===== src/rtl/scene_loader_pkg.sv =====
// scene_loader shared types
// instance record layout, host opcodes and loader states
package scene_loader_pkg;

  typedef struct packed {
    logic [5:0]  model_id;
    logic [15:0] pos_x;
    logic [15:0] pos_y;
    logic [15:0] pos_z;
    logic [8:0]  yaw;
  } modelinstance_t;

  localparam int INST_BITS  = $bits(modelinstance_t);
  localparam int INST_BYTES = (INST_BITS + 7) / 8;

  typedef enum logic [7:0] {
    OP_ADD = 8'hA0,
    OP_END = 8'hA1
  } cmd_opcode_e;

  typedef enum logic [2:0] {
    IDLE,
    PAYLOAD,
    SKIP,
    WRITE,
    WAIT_END
  } loader_state_e;

endpackage


===== src/rtl/scene_loader.sv =====
// scene_loader: host byte stream -> scene buffer writer
// assembles ADD_INSTANCE records and commits scenes on END_SCENE
module scene_loader
  import scene_loader_pkg::*;
#(
  parameter int MAX_TRANSFORMS = 50,
  localparam int CW = $clog2(MAX_TRANSFORMS + 1)
) (
  input  logic           clk,
  input  logic           rstn,
  input  logic           in_valid,
  input  logic [7:0]     in_data,
  output logic           in_ready,
  output logic           write_en,
  output modelinstance_t write_transform,
  output logic           write_ready,
  input  logic           write_full,
  output logic           err_opcode,
  output logic           err_overflow,
  output logic [CW-1:0]  inst_count
);

  localparam int BW = (INST_BYTES > 1) ? $clog2(INST_BYTES) : 1;
  localparam logic [BW-1:0] LAST_BYTE = BW'(INST_BYTES - 1);
  localparam logic [CW-1:0] MAX_CNT = CW'(MAX_TRANSFORMS);

  loader_state_e state;
  loader_state_e state_nx;

  // Only the bytes before the last one need storing; the
  // final byte is taken straight from in_data.
  logic [INST_BITS-9:0] shreg;
  logic [INST_BITS-1:0] shreg_nx;
  logic [BW-1:0]        cnt;

  logic take;
  logic last_byte;
  logic at_cap;
  logic is_add;
  logic is_end;
  logic wr_done;
  logic end_done;

  assign in_ready = (state == IDLE)
                 || (state == PAYLOAD)
                 || (state == SKIP);
  assign write_en = (state == WRITE);

  assign take      = in_valid && in_ready;
  assign last_byte = (cnt == LAST_BYTE);
  assign at_cap    = (inst_count == MAX_CNT);
  assign is_add    = (in_data == OP_ADD);
  assign is_end    = (in_data == OP_END);
  assign shreg_nx  = {shreg, in_data};

  // At capacity write_full means "scene full", not "slot busy",
  // so END may proceed.
  assign wr_done  = (state == WRITE) && !write_full;
  assign end_done = (state == WAIT_END)
                 && !(write_full && !at_cap);

  // state register
  always_ff @(posedge clk) begin
    if (!rstn) begin
      state <= IDLE;
    end else begin
      state <= state_nx;
    end
  end

  // next-state decode
  always_comb begin
    state_nx = state;
    unique case (state)
      IDLE: begin
        if (take) begin
          unique case (1'b1)
            is_add && !at_cap: state_nx = PAYLOAD;
            is_add && at_cap:  state_nx = SKIP;
            is_end:            state_nx = WAIT_END;
            default:           state_nx = IDLE;
          endcase
        end
      end
      PAYLOAD: begin
        if (take && last_byte) begin
          state_nx = WRITE;
        end
      end
      SKIP: begin
        if (take && last_byte) begin
          state_nx = IDLE;
        end
      end
      WRITE: begin
        if (wr_done) begin
          state_nx = IDLE;
        end
      end
      WAIT_END: begin
        if (end_done) begin
          state_nx = IDLE;
        end
      end
      default: state_nx = IDLE;
    endcase
  end

  // payload assembly and instance counting
  always_ff @(posedge clk) begin
    if (!rstn) begin
      cnt             <= '0;
      shreg           <= '0;
      write_transform <= '0;
      inst_count      <= '0;
    end else begin
      if (take) begin
        if (state == IDLE) begin
          cnt <= '0;
        end else begin
          cnt <= cnt + BW'(1);
        end
      end
      if (take && state == PAYLOAD) begin
        shreg <= shreg_nx[INST_BITS-9:0];
        if (last_byte) begin
          write_transform <= modelinstance_t'(shreg_nx);
        end
      end
      if (wr_done) begin
        inst_count <= inst_count + CW'(1);
      end else if (end_done) begin
        inst_count <= '0;
      end
    end
  end

  // single-cycle status pulses
  always_ff @(posedge clk) begin
    if (!rstn) begin
      write_ready  <= 1'b0;
      err_opcode   <= 1'b0;
      err_overflow <= 1'b0;
    end else begin
      write_ready  <= end_done;
      err_opcode   <= take && (state == IDLE)
                   && !is_add && !is_end;
      err_overflow <= take && (state == IDLE)
                   && is_add && at_cap;
    end
  end

endmodule


===== config.mk =====
export PLATFORM = sky130hd
export DESIGN_NAME = scene_loader
export DESIGN_NICKNAME = d
export VERILOG_FILES = /design/src/rtl/scene_loader_pkg.sv /design/src/rtl/scene_loader.sv
export SDC_FILE = /design/constraint.sdc
export NUM_CORES = 1
export LEC_CHECK = 0
export CAP_MARGIN = 5
export CORE_ASPECT_RATIO = 1.75
export CORE_MARGIN = 5
export CORE_UTILIZATION = 53
export DETAILED_ROUTE_END_ITERATION = 10
export GPL_TIMING_DRIVEN = 0
export PLACE_DENSITY = 0.8
export SLEW_MARGIN = 0
export SYNTH_ARGS = -nofsm -noshare
export SYNTH_HDL_FRONTEND = slang
export SYNTH_SLANG_ARGS = --single-unit

===== constraint.sdc =====
create_clock -name clk -period 2.1 [get_ports clk]
set_clock_uncertainty 0.15 [all_clocks]
set_input_delay 0.315 -clock clk [delete_from_list [all_inputs] [get_ports clk]]
set_output_delay 0.315 -clock clk [all_outputs]
set_load 0.01 [all_outputs]

==> impl_metrics.yaml, run 1 <==
run_status:
  status: "finished clean"
floorplan:
  die_h_um: 140
  coreArea_um2: 9470
  dieArea_um2: 11800
  floorplan.initialDensity_pct: 54.1
  die-width_um: 84.3
  ios: 86
  rows: 47
logic_synthesis:
  synth_edf_count: 0
  netlist_area_um2: 5120
  synthTopCellsByCount: "246 x nand2_1, 133 x dfxtp_1, 122 x a21boi_1"
  synth_top_cell_by_area: "dfxtp_1"
  synth_top_area_share_pct: 52.0
  synth_async_sr_flop_share_pct: 0
  synthTopCellsByArea: "dfxtp_1 52%, nand2_1 18%, a21boi_1 18%"
  yosys_most_used_dff: "dfxtp_1"
  synthCells: 606
  avgSynthCellArea_um2: 8.45
  yosysMostFrequentCell: "nand2_1"
  yosysWarnings: 0
  syn_nets: 622
  ys_ff_latch: 133
  ys_types: 39
  synth-seq-area-share_pct: 52.0
timing:
  final.min_clock_period_ps: 2010
  rsz0062_at_grt: "no"
  max_slew.worst_pin.slew_ps: 448
  timing.slew.headroom_pct: 70.2
  tns_ps: 0
  min_period_over_period_pct: 95.7
  slew_viol_final: 0
  finalSetupViolCount: 0
  fmax_ghz: 0.497
  finalHoldViolCount: 0
  hold_ws_ps: 141
route:
  ant_nets: 0
  post_drt_wl_per_cell_um: 14.7
  drt-total-wl_um: 12400
  dr.pass1.iters: 4
  drc: 0
  first_iter_violations: 257
  avgViaCountPerCell: 5.23
  vias: 4400
cts:
  cts_buffer_depth: 2
  cts_tree: "done"
  clock_latency_ps: 410
  h-tree-depth: 4
  clk_pin_slew_ps: 60
  holdBufCountCts: 0
  clkSinkCount: 133
  cts-root-buf: "clkbuf_16"
  cts_inserted_buffers: 17
global_route:
  grt-ovfl-total: 0
  grt_use_total_pct: 21.7
  antenna_found_initial: 0
  grt_max_degree: 17
  grt_pass1_vias: 4457
  grt_first_pass_wirelength_um: 20600
placed_design:
  placed_cells: 812
  dp_hpwl_um: 9300
  portBuffers: 84
  gp_congestion: 0.859
  placed_area_um2: 6120
finish:
  fillCellCount: 755
  fin_cells: 842
  layout-drive-gt1-share_pct: 6.53
  layout.nets: 725
  antennaDiodeCount: 0
  area_growth_pct: 29.9
  final_cell_area_um2: 6660
setup_path:
  timing.rr.start: "cnt[0]"
  setup.worst_path.start: "in_data[1]"
  crit_type: "input pin to flip-flop"
  rr_endpoint: "write_transform[31]"
  path_max_fanout: 3
  ff2ff_path_depth: 6
  cp.required_ps: 2290
  worstPathArrival_ps: 2200
  crit_end: "state[1]"
  r2r_slack_ps: 160
  cp-end-kind: "flip-flop"
  start_kind: "input pin"
pwr:
  p_leak_nw: 2.29
  peakVddDrop_uv: 680
  powerDensity_nw_per_um2: 789
hold_path:
  hold_class: "input pin to flip-flop"
flow_run:
  drv_cap: 0
-- cells in the final DEF (no fill, tap or decap), drive strengths merged, types with 4 or more instances in the layout --
master / count
nand2: 246
dfxtp: 133
a21boi: 123
clkdlybuf4s50: 82
clkbuf: 54
buf: 14
nand3: 6
nor2: 5
inv: 4
ha: 4
o21ai: 4
-- worst min path at each step --
stage	start	end	slack [ps]	cells past startpoint
global route	in_valid	cnt[2]	180	3
floorplan	shreg[47]	write_transform[55]	280	2
CTS	in_valid	err_overflow	130	3
finish	in_valid	err_opcode	140	3
global placement	shreg[52]	write_transform[60]	290	2
detailed placement	shreg[52]	write_transform[60]	290	2
-- worst max-delay path, cell delays in order --
cell             delay [ps]
clkdlybuf4s50_1         500
or4_4                   580
nor3_4                  230
or3b_1                  430
a21oi_2                 150
-- final cells by class --
type	instances	area, um2	share of cell area (%)
clock inverters	4	22.5	0.338
well taps	122	153	2.29
clock buffers	26	499	7.50
multi-input cells	427	2280	34.2
plain buffers	42	186	2.80
repair buffers	84	838	12.6
flip-flops and latches	133	2660	40.0
inverters	4	15.0	0.226
-- sequential cells by signal (all words and copies together), names as in the netlist --
signal           count
write_ready          1
err_overflow         1
err_opcode           1
write_transform     63
state                3
cnt                  3
inst_count           6
shreg               55
-- per-layer routing --
| layer | track usage [%] | vias to the layer above | routed length (um) |
|---|---|---|---|
| li1 | - | 2193 | - |
| met1 | 21.6 | 2058 | 4630 |
| met2 | 40.0 | 115 | 6650 |
| met3 | 5.41 | 34 | 544 |
| met4 | 12.2 | 0 | 535 |
| met5 | 0 | - | 0 |
-- cell families (layout without fill, tap and decap cells) --
group,Yosys count,in the layout,synth area share [%]
adders and majority gates,4,4,0.977
DFF,133,133,52.0
xor gates and xnor gates,2,2,0.342
buffers and inverters,46,160,3.66
and+or+nand+nor,281,281,22.7
AOI/OAI and AO/OA,140,140,20.4
-- power by group --
| group | internal [mW] | total [mW] | switching, mW | leakage, nW |
|---|---|---|---|---|
| Combinational | 0.0605 | 0.121 | 0.0604 | 0.964 |
| Sequential | 2.53 | 2.53 | 0.000464 | 1.07 |
| Clock | 1.61 | 2.61 | 0.993 | 0.256 |
| Total | 4.20 | 5.25 | 1.05 | 2.29 |
-- through the flow --
stage	total power [mW]	setup slack [ps]	utilization [%]
after detailed placement	2.70	-302	64.6
after CTS	5.28	4.31	70.3
after global placement	2.70	-329	64.6
after floorplan	2.65	341	-
final	5.25	89.3	70.3
after global routing	5.42	23.2	70.3
-- timing repair --
item / 4_1_cts / 5_1_grt
hold endpoints to repair: 0 / 0
gates resized for setup: 9 / 1
buffers inserted: 0 / 0
endpoints found under the setup margin: 2 / 60
No activity file was read; power rests on OpenSTA's default activity.
==> inputs of run 2 (changes only) <==
==> constraint.sdc (replaced) <==
create_clock -name clk -period 1.95 [get_ports clk]
set_clock_uncertainty 0.15 [all_clocks]
set_input_delay 0.2925 -clock clk [delete_from_list [all_inputs] [get_ports clk]]
set_output_delay 0.2925 -clock clk [all_outputs]
set_load 0.01 [all_outputs]
==> run 2 against run 1 <==
  * Critical path depth unchanged
  * Clock power is 7.7% higher
  * Hold slack lost 16 ps
  * Global-route usage about the same
  * Largest cell class unchanged
  * Cell count unchanged
  * Total power increased by 7.7%
  * Register-to-register slack worse by 60 ps
  * Combinational power up 8%
  * Flip-flop and latch count stayed put
==> impl_metrics.yaml, run 2 (synthesized netlist as in run 1, its figures left out) <==
run_status:
  status: "finished clean"
cts:
  cts-root-buf: "clkbuf_16"
  post_cts.repair.setup_buffers: 0
  clock_latency_ps: 410
  h-tree-depth: 4
  cts_buffer_depth: 2
  cts_inserted_buffers: 17
  cts_tree: "done"
  clk_pin_slew_ps: 60
  clkSinkCount: 133
setup_path:
  start_kind: "input pin"
  setup.worst_path.start: "in_data[1]"
  worstPathCellList: "clkdlybuf4s50_1 > or4_4 > nor3_4 > or3b_4 > a21oi_2"
  worstPathArrival_ps: 2110
  max_stage_delay_ps: 580
  timing.rr.start: "state[2]"
  path_max_fanout: 3
  cpMaxStageDelayCell: "or4_4"
  cp_num_buf_inv: 1
  crit_type: "input pin to flip-flop"
  crit_family: "simple AND/OR/NAND/NOR gates"
  cp.required_ps: 2140
  cp-end-kind: "flip-flop"
floorplan:
  rows: 47
  die_h_um: 140
  dieArea_um2: 11800
  ios: 86
  floorplan.initialDensity_pct: 54.1
  die-width_um: 84.3
  coreArea_um2: 9470
finish:
  fillCellCount: 748
  fin_cells: 842
  layout_common_cells: "245 x nand2_1, 131 x dfxtp_1, 122 x a21boi_1"
  multi_input_area_um2: 2280
  largest_register: "write_transform"
  layout_commonest_cell: "nand2_1"
  reg.largest.list: "write_transform x63, shreg x55, inst_count x6"
  finalCoreUtilization_pct: 70.6
  final_cell_area_um2: 6680
  layout.nets: 725
  largest_register_ffs: 63
  area_growth_pct: 30.4
  layout-drive-gt1-share_pct: 8.47
  regArea_um2: 2670
  antennaDiodeCount: 0
pwr:
  clockPowerShare_pct: 49.6
  powerDensity_nw_per_um2: 847
  power_frac_comb_pct: 2.3
  p_int_mw: 4.52
  pwr-share-seq_pct: 48.1
  swShare_pct: 20.1
  peakVddDrop_uv: 732
  p_leak_nw: 2.32
  power.switching_mw: 1.14
global_route:
  grt_pass1_vias: 4457
  grt_max_degree: 17
  grt_use_total_pct: 21.7
  grt_first_pass_wirelength_um: 20600
  antenna_found_initial: 0
  grt-ovfl-total: 0
placed_design:
  placed_cells: 812
  gp_congestion: 0.859
  placed_area_um2: 6120
  portBuffers: 84
  dp_hpwl_um: 9300
timing:
  max_slew.worst_pin.slew_ps: 474
  finalSetupViolCount: 0
  finalHoldViolCount: 0
  slew_viol_final: 0
  timing.slew.headroom_pct: 68.4
  fmax_ghz: 0.521
  min_period_over_period_pct: 98.4
  rsz0062_at_grt: "no"
  final.min_clock_period_ps: 1920
flow_run:
  drv_cap: 0
route:
  post_drt_wl_per_cell_um: 14.7
  drt-total-wl_um: 12400
  avgViaCountPerCell: 5.26
  dr.pass1.iters: 5
  first_iter_violations: 283
  ant_nets: 0
  vias: 4426
  drc: 0
hold_path:
  min_from: "in_valid"
  hold_class: "input pin to flip-flop"
[run 2: path summary, 6_finish.rpt]
| kind | slack [ps] | cells past startpoint | endpoint |
|---|---|---|---|
| max | 30 | 5 | state[1] |
| min | 130 | 3 | err_overflow |
| max reg2reg | 100 | 7 | write_transform[15] |
| min reg2reg | 300 | 2 | write_transform[60] |
[run 2: routing by layer]
| layer | track usage (%) | routed length (um) | share of wire [%] | up-vias |
|---|---|---|---|---|
| met5 | 0 | 0 | 0 | - |
| met4 | 12.2 | 546 | 4.4 | 0 |
| met3 | 5.41 | 532 | 4.3 | 35 |
| met2 | 40.0 | 6670 | 54 | 116 |
| met1 | 21.6 | 4620 | 37 | 2077 |
| li1 | - | - | - | 2198 |
[run 2: timing repair]
item                                    4_1_cts  5_1_grt
gates resized for setup                      11       24
endpoints found under the setup margin       63       82
pin swaps                                     0        1
hold buffers                                  0        0
[run 2: cell type report]
| class | instances | area share (%) |
|---|---|---|
| clock buffers | 26 | 7.47 |
| well taps | 122 | 2.28 |
| inverters | 4 | 0.225 |
| flip-flops and latches | 133 | 39.9 |
| repair buffers | 84 | 12.5 |
| clock inverters | 4 | 0.337 |
| plain buffers | 42 | 3.05 |
| multi-input cells | 427 | 34.2 |
[run 2: metrics by stage]
stage	setup TNS [ps]	total power, mW	hold WS [ps]	setup WS, ps
after floorplan	0	2.85	276	214
after global placement	-8730	2.91	289	-456
after detailed placement	-11310	2.91	294	-429
after CTS	0	5.69	108	1.19
after global routing	0	5.83	158	4.57
final	0	5.66	126	31.8
[run 2: worst reg2reg max path, stage by stage, from the launching register on]
cell,delay (ps)
dfxtp_1,290
buf_2,170
and4bb_2,340
and2_1,140
clkbuf_4,220
buf_2,240
nand2_1,100
a21boi_1,130
[run 2: power groups by stage]
stage | Clock [mW] | Combinational [mW] | Sequential, mW
2_1_floorplan | 0 | 0.0739 | 2.78
3_3_place_gp | 0 | 0.127 | 2.78
3_5_place_dp | 0 | 0.129 | 2.78
4_1_cts | 2.83 | 0.130 | 2.72
5_1_grt | 2.97 | 0.138 | 2.72
6_report | 2.81 | 0.131 | 2.72
==> inputs of run 3 (changes only) <==
--- a/config.mk
+++ b/config.mk
@@ -8,10 +8,11 @@
 export CAP_MARGIN = 5
 export CORE_ASPECT_RATIO = 1.75
 export CORE_MARGIN = 5
-export CORE_UTILIZATION = 53
+export CORE_UTILIZATION = 55
+export CTS_BUF_LIST = sky130_fd_sc_hd__clkbuf_8
 export DETAILED_ROUTE_END_ITERATION = 10
 export GPL_TIMING_DRIVEN = 0
-export PLACE_DENSITY = 0.8
+export PLACE_DENSITY = 0.82
 export SLEW_MARGIN = 0
 export SYNTH_ARGS = -nofsm -noshare
 export SYNTH_HDL_FRONTEND = slang
==> run 3 against run 2 <==
  * Die area down 3.3%
  * Critical path depth unchanged
  * Global-route usage is 0.26 points higher
  * Critical path type unchanged
  * Largest cell class unchanged
==> impl_metrics.yaml, run 3 (synthesized netlist as in run 1, its figures left out) <==
finish:
  layout_commonest_cell: "nand2_1"
  largest_register: "write_transform"
  layout_common_cells: "245 x nand2_1, 127 x dfxtp_1, 122 x a21boi_1"
  final_cell_area_um2: 6630
  layout.nets: 725
  multi_input_area_um2: 2280
  area_growth_pct: 29.4
  layout-drive-gt1-share_pct: 9.70
  fillCellCount: 726
  largest_register_ffs: 63
  regArea_um2: 2670
  reg.largest.list: "write_transform x63, shreg x55, inst_count x6"
  fin_cells: 842
  antennaDiodeCount: 0
floorplan:
  die-width_um: 83.0
  coreArea_um2: 9090
  dieArea_um2: 11400
  rows: 46
  ios: 86
  die_h_um: 138
  floorplan.initialDensity_pct: 56.3
route:
  avgViaCountPerCell: 5.25
  dr.pass1.iters: 5
  first_iter_violations: 202
  drc: 0
  vias: 4417
  post_drt_wl_per_cell_um: 14.6
  ant_nets: 0
  drt-total-wl_um: 12300
setup_path:
  crit_type: "input pin to flip-flop"
  cp-end-kind: "flip-flop"
  cp.required_ps: 2170
  path_max_fanout: 3
  worstPathArrival_ps: 2120
  start_kind: "input pin"
global_route:
  grt-ovfl-total: 0
  grt_pass1_vias: 4389
  antenna_found_initial: 0
  grt_first_pass_wirelength_um: 20100
  grt_max_degree: 17
  grt_use_total_pct: 21.9
cts:
  cts_inserted_buffers: 17
  cts-root-buf: "clkbuf_8"
  cts_buffer_depth: 2
  clkSinkCount: 133
  h-tree-depth: 4
  cts_tree: "done"
  clk_pin_slew_ps: 80
  holdBufCountCts: 0
  clock_latency_ps: 440
  post_cts.repair.setup_buffers: 0
placed_design:
  placed_area_um2: 6110
  dp_slack_ps: -452
  gp_congestion: 0.868
  portBuffers: 84
  dp_hpwl_um: 9020
  placed_cells: 810
flow_run:
  drv_cap: 0
pwr:
  p_leak_nw: 2.30
  powerDensity_nw_per_um2: 834
  peakVddDrop_uv: 771
hold_path:
  hold_class: "input pin to flip-flop"
timing:
  max_slew.worst_pin.slew_ps: 466
  finalSetupViolCount: 0
  setup_ws_ps: 49.4
  slew_viol_final: 0
  timing.slew.headroom_pct: 68.8
  finalHoldViolCount: 0
  min_period_over_period_pct: 97.5
  rsz0062_at_grt: "yes"
  fmax_ghz: 0.526
  final.min_clock_period_ps: 1900
run_status:
  status: "finished clean"
-- run 3: critical path, cell delays in order --
cell and delay (ps):
clkdlybuf4s50_1 490, or4_4 580, nor3_4 190, or3b_4 430, a21oi_2 130
-- run 3: cell type report --
cell class,count,area share (%)
well taps,120,2.26
multi-input cells,427,34.4
clock buffers,17,3.53
flip-flops and latches,133,40.3
clock inverters,15,3.57
inverters,4,0.226
repair buffers,84,12.7
plain buffers,42,3.06
-- run 3: final timing paths --
check,start,end,slack (ps),depth (start not counted)
worst max-delay path,in_data[1],state[1],50,5
worst min-delay path,in_valid,err_opcode,100,3
worst max register to register,state[2],shreg[6],90,6
worst min register to register,write_transform[44],write_transform[44],300,2
-- run 3: per-layer routing --
| metal | part of all wire [%] | track usage [%] | vias to the layer above |
|---|---|---|---|
| met2 | 53 | 41.3 | 132 |
| met1 | 38 | 21.7 | 2042 |
| met3 | 4.9 | 6.28 | 39 |
| li1 | - | - | 2204 |
| met5 | 0 | 0 | - |
| met4 | 4.0 | 11.0 | 0 |
-- run 3: stage by stage --
| step | power, mW | hold WS, ps | TNS (ps) | util [%] |
|---|---|---|---|---|
| floorplan | 2.85 | 276 | 0 | - |
| global placement | 2.91 | 291 | -7230 | 67.2 |
| detailed placement | 2.91 | 295 | -11750 | 67.2 |
| CTS | 5.56 | 63.5 | 0 | 72.6 |
| global route | 5.70 | 93.3 | -49.3 | 72.9 |
| finish | 5.53 | 95.3 | 0 | 72.9 |
-- run 3: repair_timing --
action	in CTS	in global routing
setup endpoints to repair	59	82
pin swaps	0	1
gates resized for setup	12	28
-- run 3: power breakdown --
part           switching [mW]  total (mW)  internal (mW)
clock network            1.04        2.68           1.64
registers            0.000489        2.72           2.72
logic                  0.0653       0.130         0.0651
total                    1.11        5.53           4.42
==> RTL change, RTL diff (config.mk and constraints of run 3) <==
Reset style: asynchronous (`rstn`), changed in 3 clocked blocks.
--- a/src/rtl/scene_loader.sv
+++ b/src/rtl/scene_loader.sv
@@ -60,7 +60,7 @@
                  && !(write_full && !at_cap);
 
   // state register
-  always_ff @(posedge clk) begin
+  always_ff @(posedge clk or negedge rstn) begin
     if (!rstn) begin
       state <= IDLE;
     end else begin
@@ -107,7 +107,7 @@
   end
 
   // payload assembly and instance counting
-  always_ff @(posedge clk) begin
+  always_ff @(posedge clk or negedge rstn) begin
     if (!rstn) begin
       cnt             <= '0;
       shreg           <= '0;
@@ -136,7 +136,7 @@
   end
 
   // single-cycle status pulses
-  always_ff @(posedge clk) begin
+  always_ff @(posedge clk or negedge rstn) begin
     if (!rstn) begin
       write_ready  <= 1'b0;
       err_opcode   <= 1'b0;
Check against the original RTL: differs if rstn is asserted again (counterexample within 4 cycles, from zero or initial values and one cycle with rstn low); with rstn held inactive, the same outputs for 10 cycles.
==> RTL change against run 3 <==
Highest routed layer unchanged; sequential cell count did not move; total power is 1.3% higher; area after synthesis grew 3.0%; cell area rose by 3.5%; via count fell by 29%; worst setup slack got worse by 0.060 ns; worst hold slack better by 0.098 ns; routed wire length fell by 15%; sequential power rose by 3%; global-route usage down 3.2 points; the flow now finishes with violations (negative setup slack); largest cell class unchanged; critical path depth is the same; largest power group unchanged.
==> RTL change: results (changes against run 3) <==
[outcome]
status = complete, but fails checks
violations = negative setup slack

[worst_setup_path]
critical-path-top-delay-family = buffers and inverters
critPathKind = flop to flop
reg2regPathDepth = 5  ; -1
r2r_slack_ns = -0.01  ; -0.10 ns
crit_end = shreg[34]
slowest_delay_ns = 0.42  ; -0.16 ns
rr_startpoint = state[2]

[pwr]
vdd_drop_max_mv = 0.524  ; -32%
p_leak_uw = 0.00337  ; +47%
switching_share_pct = 19.3  ; -0.75 points

[placed_design]
io_buffers = 85  ; +1.2%
post-place-ws_ns = -0.336  ; +0.116 ns
place.gp.congestion = 0.902  ; +4.0%
dp.final_hpwl_microns = 7490  ; -17%

[cells_and_area]
nets = 468  ; -35%
n_clock_buffer = 22  ; +5
buffers = 109  ; -13%
multi_input_area_share_pct = 26.2  ; -8.2 points
drive_above_1_share_pct = 37.6  ; +28 points
seq_share_pct = 48.6  ; +8.3 points
seq_cell_count = 133  ; unchanged

[sta]
max_slew_margin_pct = 61.4  ; -7.4 points
setup_viol = 12  ; +12
tns_ns = -0.0490  ; -0.0490 ns
setup_ws_ns = -0.0106  ; -0.0600 ns

[min_path]
min_path_type = input pin to async pin

[synth]
synth.area.top_cells = dfrtp_1, mux2_2, buf_6
ys_seq_area_share_pct = 63.1  ; +11 points
synthTopCellsByCount = dfrtp_1, mux2_2, buf_6, nand2_1
syn_nets = 356  ; -43%
async_flop_share_pct = 100  ; +100 points

[drt]
drt_iter0_drc = 185  ; -8.4%
first_pass_iters = 4  ; -1
wl_per_cell_microns = 17.8  ; +22%

[global_routing]
grt_pass1_wl_microns = 17200  ; -14%
grt_pass1_vias = 3396  ; -23%
grt_use_total_pct = 18.8  ; -3.2 points
grt_max_degree = 90  ; +73

RTL change: cell types whose count changed in the layout (fill, tap and decap cells not counted), sizes merged, moves of 3 or more:
cell / run 3 / this run
nor2: 5 / 9
o22ai: 0 / 3
dfxtp: 133 / 0
a21boi: 123 / 1
mux2: 0 / 119
buf: 10 / 22
o2bb2ai: 3 / 0
dfrtp: 0 / 133
clkbuf: 49 / 24
nand2: 246 / 12
RTL change: kinds of logic after synthesis:
logic type | count (synthesis) | synth area share (%)
AOI/OAI and AO/OA | 21 | 2.56
xor gates and xnor gates | 3 | 0.498
adders and majority gates | 4 | 0.949
buffers and inverters | 18 | 3.01
DFF | 133 | 63.1
muxes | 119 | 25.4
and+or+nand+nor | 42 | 4.51
RTL change: layer usage:
metal | up-vias | routed length [microns] | GRT usage (%)
met5 | - | 0 | 0
met4 | 0 | 297 | 8.81
met3 | 21 | 496 | 5.85
met2 | 79 | 5860 | 33.6
met1 | 1616 | 3810 | 19.7
li1 | 1441 | - | -
RTL change: power by group through the flow:
stage / Combinational, uW / Sequential (uW) / Clock (uW)
after floorplan: 31.6 / 2840 / 0
after global placement: 133 / 2850 / 0
after detailed placement: 146 / 2850 / 0
after CTS: 148 / 2790 / 2710
after global routing: 163 / 2800 / 2820
final: 146 / 2800 / 2660
RTL change: stage by stage:
step	instances	hold WS, ns	cell area [sq um]	utilization [%]
3_3_place_gp	547	0.317	6280	66.7
3_5_place_dp	548	0.0972	6310	67.0
6_report	587	0.194	6860	73.0
2_1_floorplan	340	-0.153	5280	-
5_1_grt	587	0.234	6860	73.0
4_1_cts	582	0.191	6810	72.4
RTL change: timing repair:
action                     in CTS  in global routing
setup endpoints to repair      38                 69
setup buffers                   1                  5
hold buffers                    1                  0
gates resized for setup         7                  8
hold endpoints to repair       44                  0
pin swaps                       0                  1
